==> src/rtl/vga_tile_scan.sv <==
// 640x480 raster scan with tile-coordinate stream; counters live, tiles/tick lag 1 cycle, syncs/active lag 2; free-running, no backpressure.
// Optional TILE_BLANK_CLAMP_EN forces tile outputs to 6'h3F outside the visible area.
module vga_tile_scan #(
  parameter int c_TotalCols  = 800,
  parameter int c_TotalRows  = 525,
  parameter int c_ActiveCols = 640,
  parameter int c_ActiveRows = 480,
  parameter int c_HFrontPorch = 16,
  parameter int c_HSyncWidth  = 96,
  parameter int c_VFrontPorch = 10,
  parameter int c_VSyncWidth  = 2,
  parameter int c_TileShift   = 4
) (
  input  logic       i_Clk,
  input  logic       i_Reset,
  output logic       o_HSync,
  output logic       o_VSync,
  output logic       o_Active,
  output logic [9:0] o_ColCount,
  output logic [9:0] o_RowCount,
  output logic [5:0] M_ColCountDiv,
  output logic [5:0] M_RowCountDiv,
  output logic       o_FrameTick
);

  localparam logic [9:0] c_ColLast   = 10'(c_TotalCols - 1);
  localparam logic [9:0] c_RowLast   = 10'(c_TotalRows - 1);
  localparam logic [9:0] c_ColActive = 10'(c_ActiveCols);
  localparam logic [9:0] c_RowActive = 10'(c_ActiveRows);
  localparam logic [9:0] c_HsStart   = 10'(c_ActiveCols + c_HFrontPorch);
  localparam logic [9:0] c_HsEnd     = 10'(c_ActiveCols + c_HFrontPorch + c_HSyncWidth - 1);
  localparam logic [9:0] c_VsStart   = 10'(c_ActiveRows + c_VFrontPorch);
  localparam logic [9:0] c_VsEnd     = 10'(c_ActiveRows + c_VFrontPorch + c_VSyncWidth - 1);

  logic [9:0] col_count;
  logic [9:0] row_count;

  logic       h_sync_d;
  logic       v_sync_d;
  logic       active_d;
  logic       tick_d;
  logic [5:0] col_tile_d;
  logic [5:0] row_tile_d;

  logic       h_sync_s1;
  logic       v_sync_s1;
  logic       active_s1;

  assign o_ColCount = col_count;
  assign o_RowCount = row_count;

  always_ff @(posedge i_Clk or posedge i_Reset) begin
    if (i_Reset) begin
      col_count <= '0;
      row_count <= '0;
    end else if (col_count == c_ColLast) begin
      col_count <= '0;
      row_count <= (row_count == c_RowLast) ? '0 : row_count + 10'd1;
    end else begin
      col_count <= col_count + 10'd1;
    end
  end

  always_comb begin
    h_sync_d   = !((col_count >= c_HsStart) && (col_count <= c_HsEnd));
    v_sync_d   = !((row_count >= c_VsStart) && (row_count <= c_VsEnd));
    active_d   = (col_count < c_ColActive) && (row_count < c_RowActive);
    tick_d     = (col_count == 10'd0) && (row_count == c_RowActive);
`ifdef TILE_BLANK_CLAMP_EN
    // Parked objects sit at off-screen tile coordinates; 3F matches nothing.
    col_tile_d = active_d ? col_count[c_TileShift +: 6] : 6'h3F;
    row_tile_d = active_d ? row_count[c_TileShift +: 6] : 6'h3F;
`else
    col_tile_d = col_count[c_TileShift +: 6];
    row_tile_d = row_count[c_TileShift +: 6];
`endif
  end

  always_ff @(posedge i_Clk or posedge i_Reset) begin
    if (i_Reset) begin
      h_sync_s1     <= 1'b1;
      v_sync_s1     <= 1'b1;
      active_s1     <= 1'b0;
      M_ColCountDiv <= '0;
      M_RowCountDiv <= '0;
      o_FrameTick   <= 1'b0;
    end else begin
      h_sync_s1     <= h_sync_d;
      v_sync_s1     <= v_sync_d;
      active_s1     <= active_d;
      M_ColCountDiv <= col_tile_d;
      M_RowCountDiv <= row_tile_d;
      o_FrameTick   <= tick_d;
    end
  end

  // Extra stage lines syncs up with consumers that register their draw flag.
  always_ff @(posedge i_Clk or posedge i_Reset) begin
    if (i_Reset) begin
      o_HSync  <= 1'b1;
      o_VSync  <= 1'b1;
      o_Active <= 1'b0;
    end else begin
      o_HSync  <= h_sync_s1;
      o_VSync  <= v_sync_s1;
      o_Active <= active_s1;
    end
  end

endmodule

==> config.mk <==
export PLATFORM = sky130hd
export DESIGN_NAME = vga_tile_scan
export DESIGN_NICKNAME = d
export VERILOG_FILES = /design/src/rtl/vga_tile_scan.sv
export SDC_FILE = /design/constraint.sdc
export NUM_CORES = 1
export LEC_CHECK = 0
export CAP_MARGIN = 20
export CORE_UTILIZATION = 30
export CTS_CLUSTER_SIZE = 8
export DETAILED_ROUTE_END_ITERATION = 10
export GPL_TIMING_DRIVEN = 0
export PLACE_DENSITY_LB_ADDON = 0.15
export SLEW_MARGIN = 10
export SYNTH_ARGS = -nofsm -noshare
export SYNTH_HDL_FRONTEND = slang
export SYNTH_SLANG_ARGS = --single-unit
==> constraint.sdc <==
create_clock -name i_Clk -period 4.8 [get_ports i_Clk]
set_input_delay 0.48 -clock i_Clk [delete_from_list [all_inputs] [get_ports i_Clk]]
set_output_delay 0.48 -clock i_Clk [all_outputs]
set_load 0.005 [all_outputs]
==> run summary, run 1 <==
The relative slew slack is 0.465. Of the available clock period, the critical path in the final layout requires 0.475. For this block, the initial DRC count from the detailed router was 17.

The synthesized netlist contains 30 unique library cells. The maximum buffer depth of the clock tree came out at 2. The final wirelength came out at 3130 µm. Tracing the worst setup path back leads to its startpoint at o_ColCount[0]$_DFF_PP0_.

On the final layout, the worst clock skew is 0.00770 ns. VDD sags by at most 0.0000853 V. Grouping stages by cell kind, the critical path spends the most delay in simple AND/OR/NAND/NOR gates. The wire length of the first global-routing pass is 5020 µm. The total of flip-flops plus latches after synthesis is 39. The overall power after layout came out at 573 µW. The fraction of final layout cells with drive strength greater than 1 is 0.0966. The cell total after placement is 235. Setup repair after global routing left no endpoint under its margin. The cell with the most instances after synthesis is sky130_fd_sc_hd__dfrtp_1. The buffer and inverter count on the worst path came out at 1. In this design, the stage delay of the slowest critical-path cell is 0.51 ns. The count of port buffers added during placement came out at 37.

In this run the critical register-to-register path is captured at o_RowCount[9]$_DFFE_PP0N_. The ratio of total power to cell area is 272 mW/mm². The final instance area is 0.00211 mm². The critical path goes through ha_1, nand4_1, or3_1, clkbuf_2, or4_1, a21oi_1. The length of the first detailed-routing pass in iterations came out at 4.

The endpoint kind of the worst setup timing path is a flip-flop. Counting flops with an async set or reset pin after synthesis yields a share of 1.00. The leftover overflow at the end of global routing is 0. The area added between synthesis and finish is 35.7%.

The worst setup path is of the flip-flop to flip-flop kind. The TritonCTS clock tree is done. The count of final max-slew check failures is 0. The count of buffers added by post-CTS timing repair for setup is 0. Ranked by total cell area, the synthesized netlist is headed by sky130_fd_sc_hd__dfrtp_1 (56%), sky130_fd_sc_hd__dfstp_2 (6.8%), sky130_fd_sc_hd__ha_1 (4.0%). The worst register-to-register path begins at o_ColCount[0]$_DFF_PP0_.

The number of CTS-inserted buffers is 5. The post-detailed-placement half-perimeter wirelength is 2190 µm. The global-route total usage across every layer is 0.126. The proportion of synthesized chip area in sequential cells came out at 0.632. The number of global-route vias before repair is 1036. The filler cell count came out at 473. 0 antenna diodes ended up in the layout. Across all register-to-register paths, the minimum setup slack is 2.52 ns. The die is 73.9 µm tall. The total negative setup slack is 0 ns. For the pin with the worst max-slew slack, the measured transition is 0.802 ns. The post-placement worst setup slack is 2.54 ns. The cell area after placement is 0.00201 mm². The worst hold path belongs to the class flip-flop to flip-flop. The most used flip-flop cell after synthesis is sky130_fd_sc_hd__dfrtp_1. The slowest stage of the critical path belongs to the cell sky130_fd_sc_hd__or4_1. The kind of start point of the critical path is a flip-flop. In this run the core area contains 25 standard-cell rows. Summed over all cells, the static leakage comes to 0.902 nW. After layout, the worst setup slack is 2.52 ns. Hold timing on the final database bottoms out at a slack of 0.350 ns. The number of gates given a new drive strength after cts came out at 0. The area of the mapped netlist is 0.00155 mm². The fmax came out at 439 MHz.

The x dimension of the die is 73.9 µm. The boundary pin count came out at 38. The top cell type's share of synthesized area is 0.565.

The number of cells on the worst reg-to-reg path is 6. The placeable core region came out at 0.00485 mm². The die covers 0.00546 mm². The routed length per instance came out at 12.9 µm. The core occupancy in the finished layout came out at 0.434. For this run, the post-layout net count is 182. The starting density of the core is 0.320.

The data required time at the worst endpoint came out at 5.02 ns. The initial antenna violation count came out at 0. The worst path arrival time is 2.50 ns. The number of sinks driven by the clock tree is 39. The number of synthesis warnings is 0. The path with the worst hold slack has its endpoint at o_Active$_DFF_PP0_.

CTS placed an instance of sky130_fd_sc_hd__clkbuf_8 at the clock tree root. The final RePlAce weighted congestion is 0.789. The worst-path maximum fanout came out at 8.

Across all layers, the routed design uses 1101 vias. The depth of the CTS H-tree came out at 2. Counting instances in the post-synthesis netlist gives the leading cell types as sky130_fd_sc_hd__dfrtp_1 (35), sky130_fd_sc_hd__nor2_1 (11), sky130_fd_sc_hd__nand3_1 (10). The flow ran to the end, and the final reports show no timing, DRC or antenna violations. The cell count of the worst hold path came out at 0. The post-route minimum period is 2.28 ns. Setup violations remaining at the end of the flow were counted as 0. The largest net degree at the start of global routing is 40. The via-per-instance ratio is 4.53. The post-synthesis instance total is 131. The remaining antenna violation count after routing is 0. A synthesized cell averages 11.8 µm². The number of hold buffers added after CTS was 0. The number of DRC violations after detailed routing is 0. The post-synth net total is 138. The number of violations of the max-capacitance limit came out at 0. The final hold violation count came to 0. sky130_fd_sc_hd__dfrtp_1 takes more of the synthesized area than any other cell. The clock slew at the register clock pins of the worst setup and hold paths is 0.07 ns. The startpoint identified for the worst hold timing path is active_s1$_DFF_PP0_. The number of enable flip-flop cells after synthesis is 0. The number of standard cells in the layout, taps in and fillers out came out at 243. The clock latency of the later-clocked register in the worst-skew pair came out at 0.29 ns.
[where the power goes]
| group | internal (mW) | total (mW) | switching [mW] |
|---|---|---|---|
| sequential | 0.329 | 0.329 | 0 |
| combinational | 0.000780 | 0.00699 | 0.00621 |
| clock | 0.131 | 0.237 | 0.106 |
[area by class of cell]
cell class / count / area (µm²) / share of cell area
Buffer: 2 / 10.0 / 0.00475
Timing Repair Buffer: 37 / 370 / 0.176
Inverter: 9 / 33.8 / 0.0160
Sequential cell: 39 / 981 / 0.466
Multi-Input combinational cell: 81 / 527 / 0.250
Clock buffer: 8 / 100 / 0.0475
Tap cell: 67 / 83.8 / 0.0398
[cells by family after synthesis]
| logic type | after synthesis | share of synthesized area |
|---|---|---|
| simple gates | 51 | 0.177 |
| flops | 39 | 0.632 |
| xor+xnor | 13 | 0.0734 |
| compound gates | 12 | 0.0484 |
| buf+inv | 11 | 0.0282 |
| fa+ha+maj | 5 | 0.0403 |
[sequential cells by signal, indices dropped and copies added, names as in the netlist]
register / count
o_ColCount: 10
o_RowCount: 10
M_ColCountDiv: 6
M_RowCountDiv: 6
active_s1: 1
h_sync_s1: 1
o_Active: 1
o_FrameTick: 1
o_HSync: 1
o_VSync: 1
v_sync_s1: 1
[worst max path at each step]
| stage | cells past startpoint | slack [ns] | endpoint |
|---|---|---|---|
| 6_report | 6 | 2.52 | o_RowCount[9]$_DFFE_PP0N_ |
| 3_5_place_dp | 6 | 2.54 | o_RowCount[9]$_DFFE_PP0N_ |
| 3_3_place_gp | 6 | 2.54 | o_RowCount[9]$_DFFE_PP0N_ |
| 2_1_floorplan | 6 | 2.69 | o_RowCount[9]$_DFFE_PP0N_ |
| 4_1_cts | 6 | 2.52 | o_RowCount[9]$_DFFE_PP0N_ |
| 5_1_grt | 6 | 2.33 | o_RowCount[9]$_DFFE_PP0N_ |
[layer usage]
| layer | part of all wire | track usage | wire length (µm) |
|---|---|---|---|
| met1 | 0.48 | 0.161 | 1490 |
| met4 | 0.0070 | 0.0513 | 22 |
| met2 | 0.48 | 0.199 | 1500 |
| met3 | 0.039 | 0.0384 | 121 |
| met5 | 0 | 0 | 0 |
[worst reg2reg max path: cells and delay by family, from the launching register on]
family | cells | cell delay, ns
AND/OR/NAND/NOR | 3 | 1.22
flip-flops | 1 | 0.43
adder cells (fa/ha/maj) | 1 | 0.23
buffers and inverters | 1 | 0.17
AO/OA/AOI/OAI | 1 | 0.16
[placed cells by master, fill, tap and decap left out, drive strengths merged, types with 3 or more instances in the layout]
cell type / count
nand4: 3
nand2: 5
ha: 5
nand3: 10
or3: 3
and3: 3
nor3: 3
nor2: 11
clkbuf: 9
o21ai: 5
dfstp: 4
dfrtp: 35
inv: 9
nor4: 6
xnor2: 7
clkdlybuf4s50: 37
xor2: 6
(Power assumes the default switching activity.)
==> inputs of run 2 (changes only) <==
==> constraint.sdc (replaced) <==
create_clock -name i_Clk -period 2 [get_ports i_Clk]
set_input_delay 0.2 -clock i_Clk [delete_from_list [all_inputs] [get_ports i_Clk]]
set_output_delay 0.2 -clock i_Clk [all_outputs]
set_load 0.005 [all_outputs]
==> run 2 against run 1 <==
Compared with the run above: critical path depth fell by 1; worst hold slack improved by 0.0012 ns; cell count rose by 3.7%; sequential cell count did not move; setup slack got worse by 2.5 ns; global-route usage rose by 0.40 points; critical endpoint unchanged; highest routed layer unchanged.
==> run summary, run 2 (synthesized netlist as in run 1, its figures left out) <==
The final RePlAce weighted congestion came out at 0.834. Data on the critical path is required at its endpoint by 2.22 ns. The number of violations of the max-capacitance limit came out at 0. The routed design has 3240 µm of wire. The largest net degree at the start of global routing came out at 40. The cell area after placement is 0.00201 mm².

The count of final max-slew check failures came out at 0. The number of hold buffers added after CTS was 0. The worst-path maximum fanout came out at 7. The worst setup path is captured at a flip-flop. The boundary pin count is 38. The y dimension of the die came out at 73.9 µm. The number of global-route vias before repair was 1057. The cell count of the worst hold path is 0. Input and output buffers added on the ports amount to 37.

Walking the worst path, the cells encountered are or3_4, or3_1, clkbuf_8, or4_4, a21oi_2. Summing over every cut layer, the via total after detailed routing is 1136. The largest incremental delay on the critical path came out at 0.44 ns. The worst path arrival time is 2.21 ns. The area added between synthesis and finish came out at 42.5%. STA classifies the critical path startpoint as a flip-flop.

The number of sinks driven by the clock tree came out at 39. The remaining antenna violation count after routing came out at 0. The number of design-rule violations left by the first detailed-router iteration came out at 41. The post-detailed-placement half-perimeter wirelength came out at 2120 µm. After clock tree synthesis, the clock-pin slew on the worst setup and hold paths is 0.07 ns. The diode insertion count for antenna repair came out at 0. The via-per-instance ratio is 4.51. The TritonCTS clock tree is done. The ratio of total power to cell area came out at 613 mW/mm². The fmax is 504 MHz. The setup-violating endpoint count in the final report came out at 0. The flow ran to the end, and the final reports show no timing, DRC or antenna violations. The floorplan row count came out at 25.

The final hold violation count is 0. The kind of cell with the highest combined delay along the critical path is simple AND/OR/NAND/NOR gates. The cell depth of the worst flop-to-flop path is 5. The number of CTS-inserted buffers is 5. The routed length per instance is 12.8 µm.

The kind of critical path is flip-flop to flip-flop. The placeable core region is 0.00485 mm². The depth of the CTS H-tree came out at 2. The largest clock skew in the final design came out at 0.00803 ns. For the pin with the worst max-slew slack, the measured transition is 0.817 ns. The final worst-path cycle share came out at 0.991. Setup repair after global routing could not meet its margin everywhere. In the final design database the tool counted 191 nets. In this run the worst hold path is classified as flip-flop to flip-flop.

The total negative setup slack is 0 ns. The analysis attributes to cell leakage a power of 0.948 nW. The global-route total usage across every layer came out at 0.130. The initial antenna violation count was 0. The wire length of the first global-routing pass is 5220 µm. The number of DRC violations after detailed routing is 0. The maximum buffer depth of the clock tree came out at 2. The cell total after placement came out at 235. The starting density of the core came out at 0.320. The final instance area came out at 0.00221 mm².

Leaving out fill and tap cells, the most frequent cell in the layout is sky130_fd_sc_hd__clkdlybuf4s50_1. The first TritonRoute pass finished after 4 iterations. The buffer and inverter count on the worst path is 1. The leftover overflow at the end of global routing is 0. The library cells used most frequently in the layout, excluding fill and tap cells, are sky130_fd_sc_hd__clkdlybuf4s50_1 (37), sky130_fd_sc_hd__dfrtp_1 (31), sky130_fd_sc_hd__nor2_1 (11). The count of cells in the finished layout, fillers not included, comes to 252. The floorplan step set the die width to 73.9 µm. The clock reaches the later pin of the worst-skew pair after 0.29 ns. On the critical path, the stage with the largest delay is an instance of sky130_fd_sc_hd__dfrtp_2. The buffer cell driving the clock tree root is sky130_fd_sc_hd__clkbuf_8. The post-route minimum period came out at 1.98 ns. The instance count on the critical path came out at 5. The area of the die came out at 0.00546 mm². The maximum ir drop on the vdd rail is 0.000205 V. In the final layout, the share of cells above drive strength 1 is 0.189.

The relative slew slack came out at 0.455.
-- run 2: where the power goes --
group | leakage [nW] | internal, mW | switching [mW]
registers | 0.492 | 0.788 | 0
clock network | 0.0482 | 0.278 | 0.272
logic | 0.408 | 0.00187 | 0.0152
total | 0.948 | 1.07 | 0.287
-- run 2: worst paths after layout --
check,start,slack (ns),end
hold / removal,active_s1$_DFF_PP0_,0.35,o_Active$_DFF_PP0_
hold reg to reg,active_s1$_DFF_PP0_,0.35,o_Active$_DFF_PP0_
setup reg to reg,o_ColCount[5]$_DFF_PP0_,0.02,o_RowCount[9]$_DFFE_PP0N_
max in group asynchronous,i_Reset,1.05,o_ColCount[6]$_DFF_PP0_
setup / recovery,o_ColCount[5]$_DFF_PP0_,0.02,o_RowCount[9]$_DFFE_PP0N_
min in group asynchronous,i_Reset,0.39,M_ColCountDiv[4]$_DFF_PP0_
-- run 2: worst reg2reg max path, stage by stage, from the launching register on --
cell and delay (ns):
sky130_fd_sc_hd__dfrtp_2 0.44, sky130_fd_sc_hd__or3_4 0.41, sky130_fd_sc_hd__or3_1 0.36, sky130_fd_sc_hd__clkbuf_8 0.17, sky130_fd_sc_hd__or4_4 0.42, sky130_fd_sc_hd__a21oi_2 0.12
-- run 2: per-layer routing --
| layer | vias up | track usage | share of wire |
|---|---|---|---|
| li1 | 557 | - | - |
| met1 | 543 | 0.187 | 0.48 |
| met2 | 30 | 0.176 | 0.45 |
| met3 | 6 | 0.0466 | 0.050 |
| met4 | 0 | 0.0513 | 0.017 |
| met5 | - | 0 | 0 |
-- run 2: final cells by class --
cell class | count | area [µm²]
sequential | 39 | 986
fill | 441 | 2640
clock inverter | 1 | 5.00
timing repair buffer | 47 | 445
multi-input combinational | 81 | 557
buffer | 1 | 13.8
clock buffer | 7 | 86.3
inverter | 9 | 33.8
tap | 67 | 83.8
-- run 2: what timing repair did --
action	CTS	global route
resized for setup	3	7
gates cloned	0	0
buffers inserted	3	7
hold endpoints to repair	0	0
setup endpoints to repair	9	8
pin swaps	0	2
-- run 2: stage by stage --
stage	hold WS, ns	power [mW]	util	worst slack, ns
2_1_floorplan	0.331	0.815	-	0.0163
3_3_place_gp	0.332	0.821	0.414	-0.142
3_5_place_dp	0.340	0.822	0.414	-0.163
4_1_cts	0.356	1.37	0.441	-0.0925
5_1_grt	0.363	1.40	0.456	-0.0409
6_report	0.351	1.36	0.456	0.0171
==> inputs of run 3 (changes only) <==
--- a/config.mk
+++ b/config.mk
@@ -15,3 +15,4 @@
 export SYNTH_ARGS = -nofsm -noshare
 export SYNTH_HDL_FRONTEND = slang
 export SYNTH_SLANG_ARGS = --single-unit
+export TNS_END_PERCENT = 5
==> results of run 3 <==
The final DEF is identical to that of run 2; final timing and power are the same.
